## src/rtl/rvbridge_pkg.sv

```systemverilog
// Shared constants, state encoding and control-packet helpers for the VIP packetizer.
package rvbridge_pkg;

  localparam logic [3:0] PKT_TYPE_VIDEO = 4'h0;
  localparam logic [3:0] PKT_TYPE_CTRL  = 4'hF;
  localparam logic [3:0] CTRL_INTERLACE = 4'h3;
  localparam int unsigned CTRL_PAYLOAD_SYMS = 9;

  typedef enum logic [1:0] {
    ST_IDLE   = 2'd0,
    ST_ACTIVE = 2'd1,
    ST_CTRL   = 2'd2
  } pk_state_e;

  // Header beat plus the nine payload nibbles spread over the lanes.
  function automatic int unsigned ctrl_beats(input int unsigned symbols);
    return 1 + (CTRL_PAYLOAD_SYMS + symbols - 1) / symbols;
  endfunction

  // Payload nibble idx: width MSB-first, height MSB-first, interlace code, then padding.
  function automatic logic [3:0] ctrl_symbol(input int unsigned idx,
                                             input logic [15:0] width,
                                             input logic [15:0] height);
    logic [3:0] sym;
    case (idx)
      32'd0:   sym = width[15:12];
      32'd1:   sym = width[11:8];
      32'd2:   sym = width[7:4];
      32'd3:   sym = width[3:0];
      32'd4:   sym = height[15:12];
      32'd5:   sym = height[11:8];
      32'd6:   sym = height[7:4];
      32'd7:   sym = height[3:0];
      32'd8:   sym = CTRL_INTERLACE;
      default: sym = 4'h0;
    endcase
    return sym;
  endfunction

endpackage

```

## src/rtl/rvbridge_sc_fifo.sv

```systemverilog
// Single-clock FIFO with a registered show-ahead output stage; the output
// register counts as one of the DEPTH entries.
module rvbridge_sc_fifo #(
  parameter int unsigned WIDTH = 26,
  parameter int unsigned DEPTH = 16
) (
  input  logic                     clk,
  input  logic                     rst_n,
  input  logic                     wr_en,
  input  logic [WIDTH-1:0]         wr_data,
  input  logic                     rd_ready,
  output logic                     rd_valid,
  output logic [WIDTH-1:0]         rd_data,
  output logic                     full_c,
  output logic                     empty_c,
  output logic [$clog2(DEPTH):0]   level_c
);

  localparam int unsigned AW = $clog2(DEPTH);
  localparam int unsigned LW = AW + 1;

  logic [WIDTH-1:0] mem [DEPTH];
  logic [AW-1:0]    wptr;
  logic [AW-1:0]    rptr;
  logic [LW-1:0]    count;
  logic             wr_ok;
  logic             load;

  assign level_c = count + LW'(rd_valid);
  assign full_c  = (level_c >= LW'(DEPTH));
  assign empty_c = (level_c == '0);
  assign wr_ok   = wr_en & ~full_c;
  assign load    = (count != '0) & (~rd_valid | rd_ready);

  always_ff @(posedge clk) begin
    if (wr_ok) mem[wptr] <= wr_data;
  end

  // Pointers, occupancy and the output register.
  always_ff @(posedge clk or negedge rst_n) begin
    if (!rst_n) begin
      wptr     <= '0;
      rptr     <= '0;
      count    <= '0;
      rd_valid <= 1'b0;
      rd_data  <= '0;
    end else begin
      if (wr_ok) wptr <= wptr + AW'(1);
      count <= count + LW'(wr_ok) - LW'(load);
      if (load) begin
        rd_data  <= mem[rptr];
        rd_valid <= 1'b1;
        rptr     <= rptr + AW'(1);
      end else if (rd_ready) begin
        rd_valid <= 1'b0;
      end
    end
  end

endmodule

```

## src/rtl/rvbridge_vip_packetizer.sv

```systemverilog
// Raw video (fs/de) to Avalon-ST video packetizer with output FIFO.
// Optional control packets and frame measurement under RVBRIDGE_CTRL_PKT_EN.
module rvbridge_vip_packetizer
  import rvbridge_pkg::*;
#(
  parameter int unsigned DATA_WIDTH = 8,
  parameter int unsigned SYMBOLS    = 3,
  parameter int unsigned FIFO_DEPTH = 16
) (
  input  logic                          clk,
  input  logic                          rst_n,
  input  logic [DATA_WIDTH*SYMBOLS-1:0] raw_data,
  input  logic                          raw_fs,
  input  logic                          raw_de,
  output logic [DATA_WIDTH*SYMBOLS-1:0] st_data,
  output logic                          st_valid,
  output logic                          st_startofpacket,
  output logic                          st_endofpacket,
  input  logic                          st_ready,
  input  logic                          ovf_clr,
  output logic                          ovf_sticky
);

  localparam int unsigned BW = DATA_WIDTH * SYMBOLS;
  localparam int unsigned FW = BW + 2;
  localparam int unsigned LW = $clog2(FIFO_DEPTH) + 1;

  logic [BW-1:0] s1_data;
  logic          s1_fs;
  logic          s1_de;
  logic          s1_fs_d;
  logic          s1_vld;
  logic          armed;
  logic          fs_rise_c;
  logic          fs_fall_c;
  logic          pixel_c;

  pk_state_e     state;
  pk_state_e     state_n;
  logic [BW-1:0] hold_data;
  logic          hold_sop;
  logic          hold_ld;
  logic [BW-1:0] hold_ld_data;
  logic          hold_ld_sop;
  logic          wr_req;
  logic [BW-1:0] wr_beat;
  logic          wr_sop;
  logic          wr_eop;
  logic          pix_drop;
  logic          ovf_evt;

  logic          fifo_full;
  logic          fifo_empty;
  logic [LW-1:0] fifo_level;
  logic [FW-1:0] fifo_rd;

  logic          ctrl_go_c;
  logic          ctrl_skip_c;
  logic          ctrl_first_c;
  logic          ctrl_last_c;
  logic [BW-1:0] ctrl_beat_c;

  // Input stage; armed stays low until fs has been seen low after reset.
  always_ff @(posedge clk or negedge rst_n) begin
    if (!rst_n) begin
      s1_data <= '0;
      s1_fs   <= 1'b0;
      s1_de   <= 1'b0;
      s1_fs_d <= 1'b0;
      s1_vld  <= 1'b0;
      armed   <= 1'b0;
    end else begin
      s1_data <= raw_data;
      s1_fs   <= raw_fs;
      s1_de   <= raw_de;
      s1_fs_d <= s1_fs;
      s1_vld  <= 1'b1;
      armed   <= armed | (s1_vld & ~s1_fs);
    end
  end

  assign fs_rise_c = armed & s1_fs & ~s1_fs_d;
  assign fs_fall_c = ~s1_fs & s1_fs_d;
  assign pixel_c   = s1_fs & s1_de;

  always_ff @(posedge clk or negedge rst_n) begin
    if (!rst_n) state <= ST_IDLE;
    else        state <= state_n;
  end

  always_comb begin
    state_n      = state;
    hold_ld      = 1'b0;
    hold_ld_data = '0;
    hold_ld_sop  = 1'b0;
    wr_req       = 1'b0;
    wr_beat      = '0;
    wr_sop       = 1'b0;
    wr_eop       = 1'b0;
    pix_drop     = 1'b0;
    ovf_evt      = 1'b0;
    case (state)
      ST_IDLE: begin
        if (fs_rise_c) begin
          hold_ld      = 1'b1;
          hold_ld_data = BW'(PKT_TYPE_VIDEO);
          hold_ld_sop  = 1'b1;
          state_n      = ctrl_go_c ? ST_CTRL : ST_ACTIVE;
          ovf_evt      = ctrl_skip_c;
        end
      end
      ST_ACTIVE: begin
        if (fs_fall_c) begin
          wr_req  = 1'b1;
          wr_beat = hold_data;
          wr_sop  = hold_sop;
          wr_eop  = 1'b1;
          state_n = ST_IDLE;
        end else if (pixel_c) begin
          wr_req       = 1'b1;
          wr_beat      = hold_data;
          wr_sop       = hold_sop;
          hold_ld      = 1'b1;
          hold_ld_data = s1_data;
        end
      end
      ST_CTRL: begin
        wr_req   = 1'b1;
        wr_beat  = ctrl_beat_c;
        wr_sop   = ctrl_first_c;
        wr_eop   = ctrl_last_c;
        pix_drop = pixel_c;
        if (ctrl_last_c) state_n = ST_ACTIVE;
      end
      default: state_n = ST_IDLE;
    endcase
    ovf_evt = ovf_evt | pix_drop | (wr_req & fifo_full);
  end

  always_ff @(posedge clk or negedge rst_n) begin
    if (!rst_n) begin
      hold_data <= '0;
      hold_sop  <= 1'b0;
    end else if (hold_ld) begin
      hold_data <= hold_ld_data;
      hold_sop  <= hold_ld_sop;
    end
  end

  // Set has priority over clear.
  always_ff @(posedge clk or negedge rst_n) begin
    if (!rst_n)       ovf_sticky <= 1'b0;
    else if (ovf_evt) ovf_sticky <= 1'b1;
    else if (ovf_clr) ovf_sticky <= 1'b0;
  end

`ifdef RVBRIDGE_CTRL_PKT_EN
  localparam int unsigned CTRL_BEATS = ctrl_beats(SYMBOLS);

  logic        pix_d;
  logic        run_done;
  logic [15:0] w_cnt;
  logic [15:0] h_cnt;
  logic [15:0] meas_w;
  logic [15:0] meas_h;
  logic        ctrl_valid;
  logic [3:0]  cb;
  logic [LW-1:0] fifo_free_c;

  // Width = first de run length, height = de rising edges, both saturating.
  always_ff @(posedge clk or negedge rst_n) begin
    if (!rst_n) begin
      pix_d      <= 1'b0;
      run_done   <= 1'b0;
      w_cnt      <= '0;
      h_cnt      <= '0;
      meas_w     <= '0;
      meas_h     <= '0;
      ctrl_valid <= 1'b0;
    end else begin
      pix_d <= pixel_c & (state == ST_ACTIVE);
      if (state == ST_IDLE && fs_rise_c) begin
        w_cnt    <= '0;
        h_cnt    <= '0;
        run_done <= 1'b0;
      end else if (state == ST_ACTIVE) begin
        if (fs_fall_c) begin
          meas_w     <= w_cnt;
          meas_h     <= h_cnt;
          ctrl_valid <= 1'b1;
        end
        if (pixel_c && !run_done && w_cnt != 16'hFFFF) w_cnt <= w_cnt + 16'd1;
        if (pixel_c && !pix_d && h_cnt != 16'hFFFF)    h_cnt <= h_cnt + 16'd1;
        if (!pixel_c && pix_d)                          run_done <= 1'b1;
      end
    end
  end

  always_ff @(posedge clk or negedge rst_n) begin
    if (!rst_n)                 cb <= '0;
    else if (state == ST_CTRL)  cb <= cb + 4'd1;
    else                        cb <= '0;
  end

  assign fifo_free_c  = LW'(FIFO_DEPTH) - fifo_level;
  assign ctrl_skip_c  = fs_rise_c & ctrl_valid & (fifo_free_c < LW'(CTRL_BEATS));
  assign ctrl_go_c    = fs_rise_c & ctrl_valid & ~ctrl_skip_c;
  assign ctrl_first_c = (cb == 4'd0);
  assign ctrl_last_c  = (cb == 4'(CTRL_BEATS - 1));

  always_comb begin
    ctrl_beat_c = '0;
    if (cb == 4'd0) begin
      ctrl_beat_c[3:0] = PKT_TYPE_CTRL;
    end else begin
      for (int unsigned l = 0; l < SYMBOLS; l++) begin
        ctrl_beat_c[l*DATA_WIDTH +: 4] =
          ctrl_symbol((32'(cb) - 32'd1) * SYMBOLS + l, meas_w, meas_h);
      end
    end
  end

  logic unused_fifo;
  assign unused_fifo = fifo_empty;
`else
  assign ctrl_skip_c  = 1'b0;
  assign ctrl_go_c    = 1'b0;
  assign ctrl_first_c = 1'b0;
  assign ctrl_last_c  = 1'b1;
  assign ctrl_beat_c  = '0;

  logic unused_fifo;
  assign unused_fifo = ^{fifo_empty, fifo_level};
`endif

  rvbridge_sc_fifo #(
    .WIDTH (FW),
    .DEPTH (FIFO_DEPTH)
  ) u_fifo (
    .clk      (clk),
    .rst_n    (rst_n),
    .wr_en    (wr_req),
    .wr_data  ({wr_sop, wr_eop, wr_beat}),
    .rd_ready (st_ready),
    .rd_valid (st_valid),
    .rd_data  (fifo_rd),
    .full_c   (fifo_full),
    .empty_c  (fifo_empty),
    .level_c  (fifo_level)
  );

  assign st_data          = fifo_rd[BW-1:0];
  assign st_endofpacket   = fifo_rd[BW];
  assign st_startofpacket = fifo_rd[BW+1];

endmodule

```

## config.mk

```make
export PLATFORM = sky130hd
export DESIGN_NAME = rvbridge_vip_packetizer
export DESIGN_NICKNAME = d
export VERILOG_FILES = /design/src/rtl/rvbridge_pkg.sv /design/src/rtl/rvbridge_sc_fifo.sv /design/src/rtl/rvbridge_vip_packetizer.sv
export SDC_FILE = /design/constraint.sdc
export NUM_CORES = 1
export LEC_CHECK = 0
export CORE_AREA = 2 2 240 242
export CTS_CLUSTER_SIZE = 20
export DETAILED_ROUTE_END_ITERATION = 10
export DIE_AREA = 0 0 242 244
export GPL_TIMING_DRIVEN = 0
export PLACE_DENSITY = 0.46
export SLEW_MARGIN = 25
export SYNTH_ARGS = -nofsm -noshare
export SYNTH_HDL_FRONTEND = slang
export SYNTH_SLANG_ARGS = --single-unit
```

## constraint.sdc

```tcl
create_clock -name clk -period 6.2 [get_ports clk]
set_clock_uncertainty 0.15 [all_clocks]
set_input_delay 1.24 -clock clk [delete_from_list [all_inputs] [get_ports clk]]
set_output_delay 1.24 -clock clk [all_outputs]
set_load 0.01 [all_outputs]
```

==> results of run 1 <==
==> worst max-delay path by stage <==
stage / end / depth (start not counted) / slack (ps)
after floorplan: u_fifo.mem[3][0] / 5 / 2530
final: u_fifo.count[4] / 13 / 2170
after detailed placement: u_fifo.count[4] / 13 / 1550
after global routing: u_fifo.count[4] / 13 / 2060
after CTS: u_fifo.count[4] / 13 / 2180
after global placement: u_fifo.rd_data[14] / 1 / -770
==> synth_stat cells (2+ instances only) <==
master / instances
a21o_1: 2
a21oi_1: 20
a22o_1: 25
a311oi_1: 9
and2_1: 25
and3_1: 3
buf_1: 4
buf_2: 16
buf_4: 4
buf_6: 10
buf_8: 2
clkbuf_1: 12
clkbuf_4: 2
dfrtp_1: 96
edfxtp_1: 416
ha_1: 12
inv_1: 13
mux2_2: 27
mux2i_1: 9
mux4_1: 13
mux4_2: 91
nand2_1: 10
nand2b_1: 6
nand3_1: 6
nor2_1: 25
nor3_1: 7
nor3_2: 6
o21ai_0: 2
o22ai_1: 33
o22ai_2: 2
xnor2_1: 7
xor2_1: 4
==> cells by family (layout without fill, tap and decap cells) <==
group | after synthesis | count (layout) | synth area share (%)
other | 1 | 1 | 0.01918
AND/OR/NAND/NOR | 93 | 93 | 2.643
buffers and inverters | 66 | 263 | 2.131
AO/OA/AOI/OAI | 95 | 95 | 3.417
adder cells (fa/ha/maj) | 13 | 13 | 0.8703
multiplexers | 140 | 140 | 14.25
XOR/XNOR | 11 | 11 | 0.4928
flip-flops | 512 | 512 | 76.18
==> sequential cells by signal, summed over array words and instances (netlist names), 4 cells and up <==
| register | flops |
|---|---|
| hold_data | 24 |
| u_fifo.count | 5 |
| u_fifo.mem | 416 |
| s1_data | 24 |
| u_fifo.wptr | 4 |
| u_fifo.rptr | 4 |
| u_fifo.rd_data | 26 |
==> layer usage <==
metal | track usage (%) | wire [um] | up-vias
met5 | 0 | 0 | -
met4 | 3.540 | 774 | 0
met3 | 2.864 | 2139 | 61
met2 | 25.33 | 21830 | 210
met1 | 23.97 | 22180 | 4969
li1 | - | - | 4113
==> final cells by class <==
| cell class | count | area (sq um) |
|---|---|---|
| clock buffers | 83 | 1574 |
| clock inverters | 20 | 163.9 |
| well taps | 756 | 945.9 |
| plain buffers | 52 | 364.1 |
| flip-flops and latches | 512 | 14890 |
| inverters | 14 | 55.05 |
| multi-input cells | 353 | 4350 |
| repair buffers | 94 | 1197 |
| fillers | 4965 | 32620 |
==> report_power, final <==
group          internal [mW]  switching [mW]  total (mW)
sequential              4.00           0.146        4.15
combinational           1.32            1.41        2.73
clock                   1.83            1.33        3.16
total                   7.15            2.88        10.0
==> metrics by stage <==
step                      setup WS [ps]  hold WS, ps  util (%)  power (mW)
after detailed placement           1549        301.4     38.82       7.021
after CTS                          2183        315.4     41.92       10.21
after global placement           -774.1        286.6     37.51       6.951
final                              2170        310.4     41.92       10.04
after global routing               2057        339.0     41.92       10.53
after floorplan                    2533        279.7         -       6.014
==> placed cells by master (no fill, tap or decap), types with 14 or more instances in the layout <==
cell type / instances
and2_1: 25
clkbuf_16: 57
o22ai_1: 33
clkbuf_1: 31
edfxtp_1: 416
mux2_2: 27
buf_4: 19
mux4_2: 91
a21oi_1: 20
dfrtp_1: 96
a22o_1: 25
buf_16: 14
clkdlybuf4s50_1: 56
buf_2: 16
==> summary.md, run 1 <==
| Metric | Value |
|---|---|
| Worst Path Buf+Inv | 4 |
| CP required | 6560 ps |
| VDD IR max | roughly 0.00019 V |
| R2R depth | 14 |
| Core area | 0.05617 sq mm |
| Pleak | between 8 and 9 nW |
| Final period utilization | between 60% and 70% |
| Power density over the cells | between 400 and 500 mW/mm^2 |
| Largest stage delay, worst path | between 700 and 800 ps |
| # IOs | slightly below 60 |
| Hold Path Depth | 1 |
| Clock transition at the registers of the reported paths | 60 ps |
| Hold Violations, Final | 0 |
| Setup violators final | 0 |
| Fin. max-slew vios | 0 |
| Share of the synthesized area in the top cell type | a little under two thirds |
| CTS Buf Count | between 50 and 60 |
| Layout area overhead | 20.43% |
| Routed len/inst | ~25 um |
| Resize count post-CTS | 0 |
| Top FF cell, synth | edfxtp_1 |
| Yosys cell types | 44 |
| Yosys Warn Count | 0 |
| Ys async rst share | 18.75% |
| Final Non-Filler Cells | approximately 1900 |
| Rows | slightly below 90 |
| TritonRoute pass-1 iters | 5 |
| Cell Area, Synth | 0.01955 sq mm |
| Port buffer count | 57 |
| Ranking of synthesized cells by area | edfxtp_1, dfrtp_1, mux4_2, mux4_1, mux2_2 |
| Clock Latency Late Sink | 590 ps |
| Crit path time final | around 4000 ps |
| Placed Area | 0.02181 sq mm |
| Iter 0 DRT Violations | 817 |
| EDFF count, synth | between 400 and 500 |
| Endpoint of the worst register-to-register path | u_fifo.count[4] |
| Synth Instances | 931 |
| CTS sink cnt | ~500 |
| Setup crit start kind | input pin |
| Placed insts | 1781 |
| Total grt overflow | 0 |
| Max Freq | 0.2481 GHz |
| Vias | between 9000 and 10000 |
| Status | finished clean |
| Die width | between 200 and 250 um |
| Die ar. | slightly below 0.06 sq mm |
| Slowest-stage cell, CP | clkbuf_1 |
| N_diodes | 0 |
| Die span in y | between 200 and 250 um |
| Net Count, Synth | just under 1000 |
| RR Startpoint | u_fifo.count[2] |
| CP top delay family | buffers and inverters |
| Synth area leader | edfxtp_1 |
| Critical Path AT | around 4400 ps |
| Gr usage total | about 16% |
| Sequential element share of the synthesized area | around three quarters |
| Largest net degree at the start of global routing | slightly below 60 |
| Worst Setup SP | st_ready |
| Seq cells post-synth | roughly 500 |
| Final Cell Area | around 0.024 sq mm |
| Max Cap Viol | 0 |
| Crit Path Max Fanout | 10 |
| H-tree levels | 2 |
| Critical path class | input pin to flop |
| Dpl hpwl | 30.77 mm |
| Slew HR | 34.25% |
| RSZ-0062 raised after global routing | false |
| Initial antenna violation count | 1 |
| Slew @ Worst Pin | between 900 and 1000 ps |
| Vias in the first global route | about 10000 |
| Clock Root Buffer | clkbuf_16 |
| DRC viols | 0 |
| Clock buffer depth | 3 |
| CTS tree | built |
| Hold_sp | s1_vld |
| Vias/cell | a little under 5 |
| Final ANT Viol Nets | 0 |
| Crit path capture type | flop |
| Initial Util | approximately a third |
| R2R Setup Slk | approximately 2600 ps |
| Post-CTS Repair Setup Buffers | 0 |
| Routed WL | 46.92 mm |
| Cell Chain, Critical Path | clkdlybuf4s50_1, nand2b_1, nand2_4, inv_4, clkbuf_1, ha_1, inv_1, ha_1, fa_1, a21oi_1, nor2_1, nor2_1, xnor2_1 |
| Setup tns final | 0 ps |
| Layout Nets | between 1000 and 1500 |
| RD Place Congestion | slightly below 0.7 |
| Avg Inst Size Synth | between 20 and 25 sq um |
| Min-Delay Endpoint | armed |
| Worst min path class | flop to flop |
| Share of layout cells above drive strength 1 | 26.86% |
| Cts hold-fix bufs | 0 |
| Global-route wire length before repair | 69.11 mm |
No activity file was read; power rests on OpenSTA's default activity.
==> run 2, diff against run 1 <==
==> constraint.sdc (replaced) <==
create_clock -name clk -period 3.78 [get_ports clk]
set_clock_uncertainty 0.15 [all_clocks]
set_input_delay 0.756 -clock clk [delete_from_list [all_inputs] [get_ports clk]]
set_output_delay 0.756 -clock clk [all_outputs]
set_load 0.01 [all_outputs]
==> run 2 against run 1 <==
- sequential share of layout area is essentially flat
- non-clock buffer count is 1 higher
- highest routed layer unchanged
- first-iteration DRC count down 4.7%
- sequential power rose by 64%
- final cell count about the same
- count of clock-buffer cells in the layout unchanged
- cell area about the same
==> summary.md, run 2 (synthesized netlist as in run 1, its figures left out) <==
| Metric | Value |
|---|---|
| Fin. max-slew vios | 0 |
| Clock transition at the registers of the reported paths | 60 ps |
| Vias in the first global route | about 9800 |
| Commonest non-fill, non-tap cells in the layout | edfxtp_1, dfrtp_1, mux4_2 |
| VDD IR max | 0.0003152 V |
| # IOs | 58 |
| Rows | 87 |
| Power density over the cells | roughly 700 mW/mm^2 |
| Critical path class | flop to flop |
| Slew @ Worst Pin | between 900 and 1000 ps |
| Port buffer count | 57 |
| H-tree levels | 2 |
| Total grt overflow | 0 |
| Critical Path AT | 3950 ps |
| Setup violators final | 0 |
| Cell Chain, Critical Path | inv_1, ha_1, or4b_4, nand2_4, inv_4, clkbuf_1, ha_1, inv_1, ha_1, fa_1, a21oi_1, nor2_1, nor2_1, xnor2_1 |
| RSZ-0062 raised after global routing | false |
| DRC viols | 0 |
| Final ANT Viol Nets | 0 |
| Hold Violations, Final | 0 |
| Initial antenna violation count | 1 |
| Global-route wire length before repair | between 60 and 70 mm |
| CTS sink cnt | just over 500 |
| Setup crit start kind | flop |
| Initial Util | 34.81% |
| Largest stage delay, worst path | slightly above 500 ps |
| Die width | roughly 240 um |
| Layout area overhead | 20.48% |
| Final period utilization | between 90% and 100% |
| Die ar. | between 0.05 and 0.06 sq mm |
| Placed Area | 0.02181 sq mm |
| Vias | between 9000 and 10000 |
| Core area | about 0.056 sq mm |
| Commonest non-fill, non-tap cell in the layout | edfxtp_1 |
| Clock Latency Late Sink | between 500 and 600 ps |
| RD Place Congestion | slightly below 0.7 |
| WHS | a little over 300 ps |
| Max Cap Viol | 0 |
| Post-CTS Repair Setup Buffers | 0 |
| Crit path time final | about 3600 ps |
| Share of layout cells above drive strength 1 | between 20% and 30% |
| Gr usage total | 16.26% |
| Max FFs per register | 416 |
| Overall power | around 16 mW |
| Final Util | approximately two fifths |
| CTS tree | built |
| Regs by FF count | u_fifo.mem x416, u_fifo.rd_data x26 |
| Routed WL | 46.96 mm |
| Dpl hpwl | 30.77 mm |
| Most frequent CP cell | ha_1 |
| Clock buffer depth | 3 |
| N_diodes | 0 |
| Clock Root Buffer | clkbuf_16 |
| Status | finished clean |
| Vias/cell | approximately 5.0 |
| Biggest register | u_fifo.mem |
| Max Freq | ~0.28 GHz |
| CTS Buf Count | 55 |
| Slowest-stage cell, CP | or4b_4 |
| Crit Path Max Fanout | 10 |
| Layout Nets | between 1000 and 1500 |
| Die span in y | 244 um |
| Routed len/inst | 24.91 um |
| CP required | between 4000 and 5000 ps |
| TritonRoute pass-1 iters | 5 |
| Largest net degree at the start of global routing | 58 |
| Slew HR | around a third |
| Crit path capture type | flop |
| Iter 0 DRT Violations | approximately 800 |
| Pleak | slightly above 8 nW |
| Worst min path class | flop to flop |
| Final Cell Area | about 0.024 sq mm |
==> run 2: cell count changes in the layout (fill, tap and decap cells not counted) <==
| cell | change |
|---|---|
| dlygate4sd3_1 | +1 |
==> run 2: path summary, 6_finish.rpt <==
| kind | from | endpoint | slack, ps | cells past startpoint |
|---|---|---|---|---|
| min in group asynchronous | rst_n | u_fifo.count[4] | 510 | 2 |
| min | s1_vld | armed | 310 | 1 |
| max in group asynchronous | rst_n | u_fifo.rd_data[18] | 2290 | 3 |
| max reg2reg | u_fifo.count[2] | u_fifo.count[4] | 200 | 14 |
| max | u_fifo.count[2] | u_fifo.count[4] | 200 | 14 |
| min reg2reg | s1_vld | armed | 310 | 1 |
==> run 2: per-layer routing <==
metal | up-vias | track usage (%) | part of all wire [%]
met1 | 4963 | 23.97 | 47
met4 | 0 | 3.540 | 1.6
li1 | 4120 | - | -
met2 | 232 | 25.33 | 47
met5 | - | 0 | 0
met3 | 59 | 2.864 | 4.7
==> run 2: per-stage QoR <==
stage / instances / setup TNS, ps / worst slack [ps]
6_report: 1885 / 0 / 195.4
5_1_grt: 1885 / 0 / 5.521
4_1_cts: 1885 / 0 / 132.4
3_5_place_dp: 1781 / -624.1 / -387.2
3_3_place_gp: 1744 / -857980 / -2725
2_1_floorplan: 931 / 0 / 113.3
==> run 2: report_power, final <==
group          switching (mW)  internal, mW  leakage [nW]
logic                    2.32          2.16          2.23
registers               0.238          6.56          4.97
clock network            2.18          3.01         0.844
==> run 2: cell type report <==
class	count	area, sq um
fillers	4964	32610
multi-input cells	353	4350
inverters	14	55.05
flip-flops and latches	512	14890
repair buffers	95	1207
plain buffers	52	364.1
well taps	756	945.9
clock inverters	20	163.9
clock buffers	83	1574
==> run 2: repair_timing <==
| action | CTS | global route |
|---|---|---|
| hold endpoints to repair | 39 | 0 |
| resized for setup | 0 | 0 |
| hold buffers | 1 | 0 |
| endpoints found under the setup margin | 0 | 0 |
==> run 2: critical path, delay by kind of cell, from the launching register on <==
family                   cells  cell delay [ps]
AO/OA/AOI/OAI                1              170
XOR/XNOR                     1              130
adder cells (fa/ha/maj)      4             1210
buffers and inverters        4              630
flip-flops                   1              400
AND/OR/NAND/NOR              4              820
==> run 3, diff against run 2 <==
--- a/config.mk
+++ b/config.mk
@@ -5,6 +5,7 @@
 export SDC_FILE = /design/constraint.sdc
 export NUM_CORES = 1
 export LEC_CHECK = 0
+export CAP_MARGIN = 5
 export CORE_AREA = 2 2 240 242
 export CTS_CLUSTER_SIZE = 20
 export DETAILED_ROUTE_END_ITERATION = 10
==> results of run 3 <==
No change in the layout: final DEF, timing and power equal those of run 2.
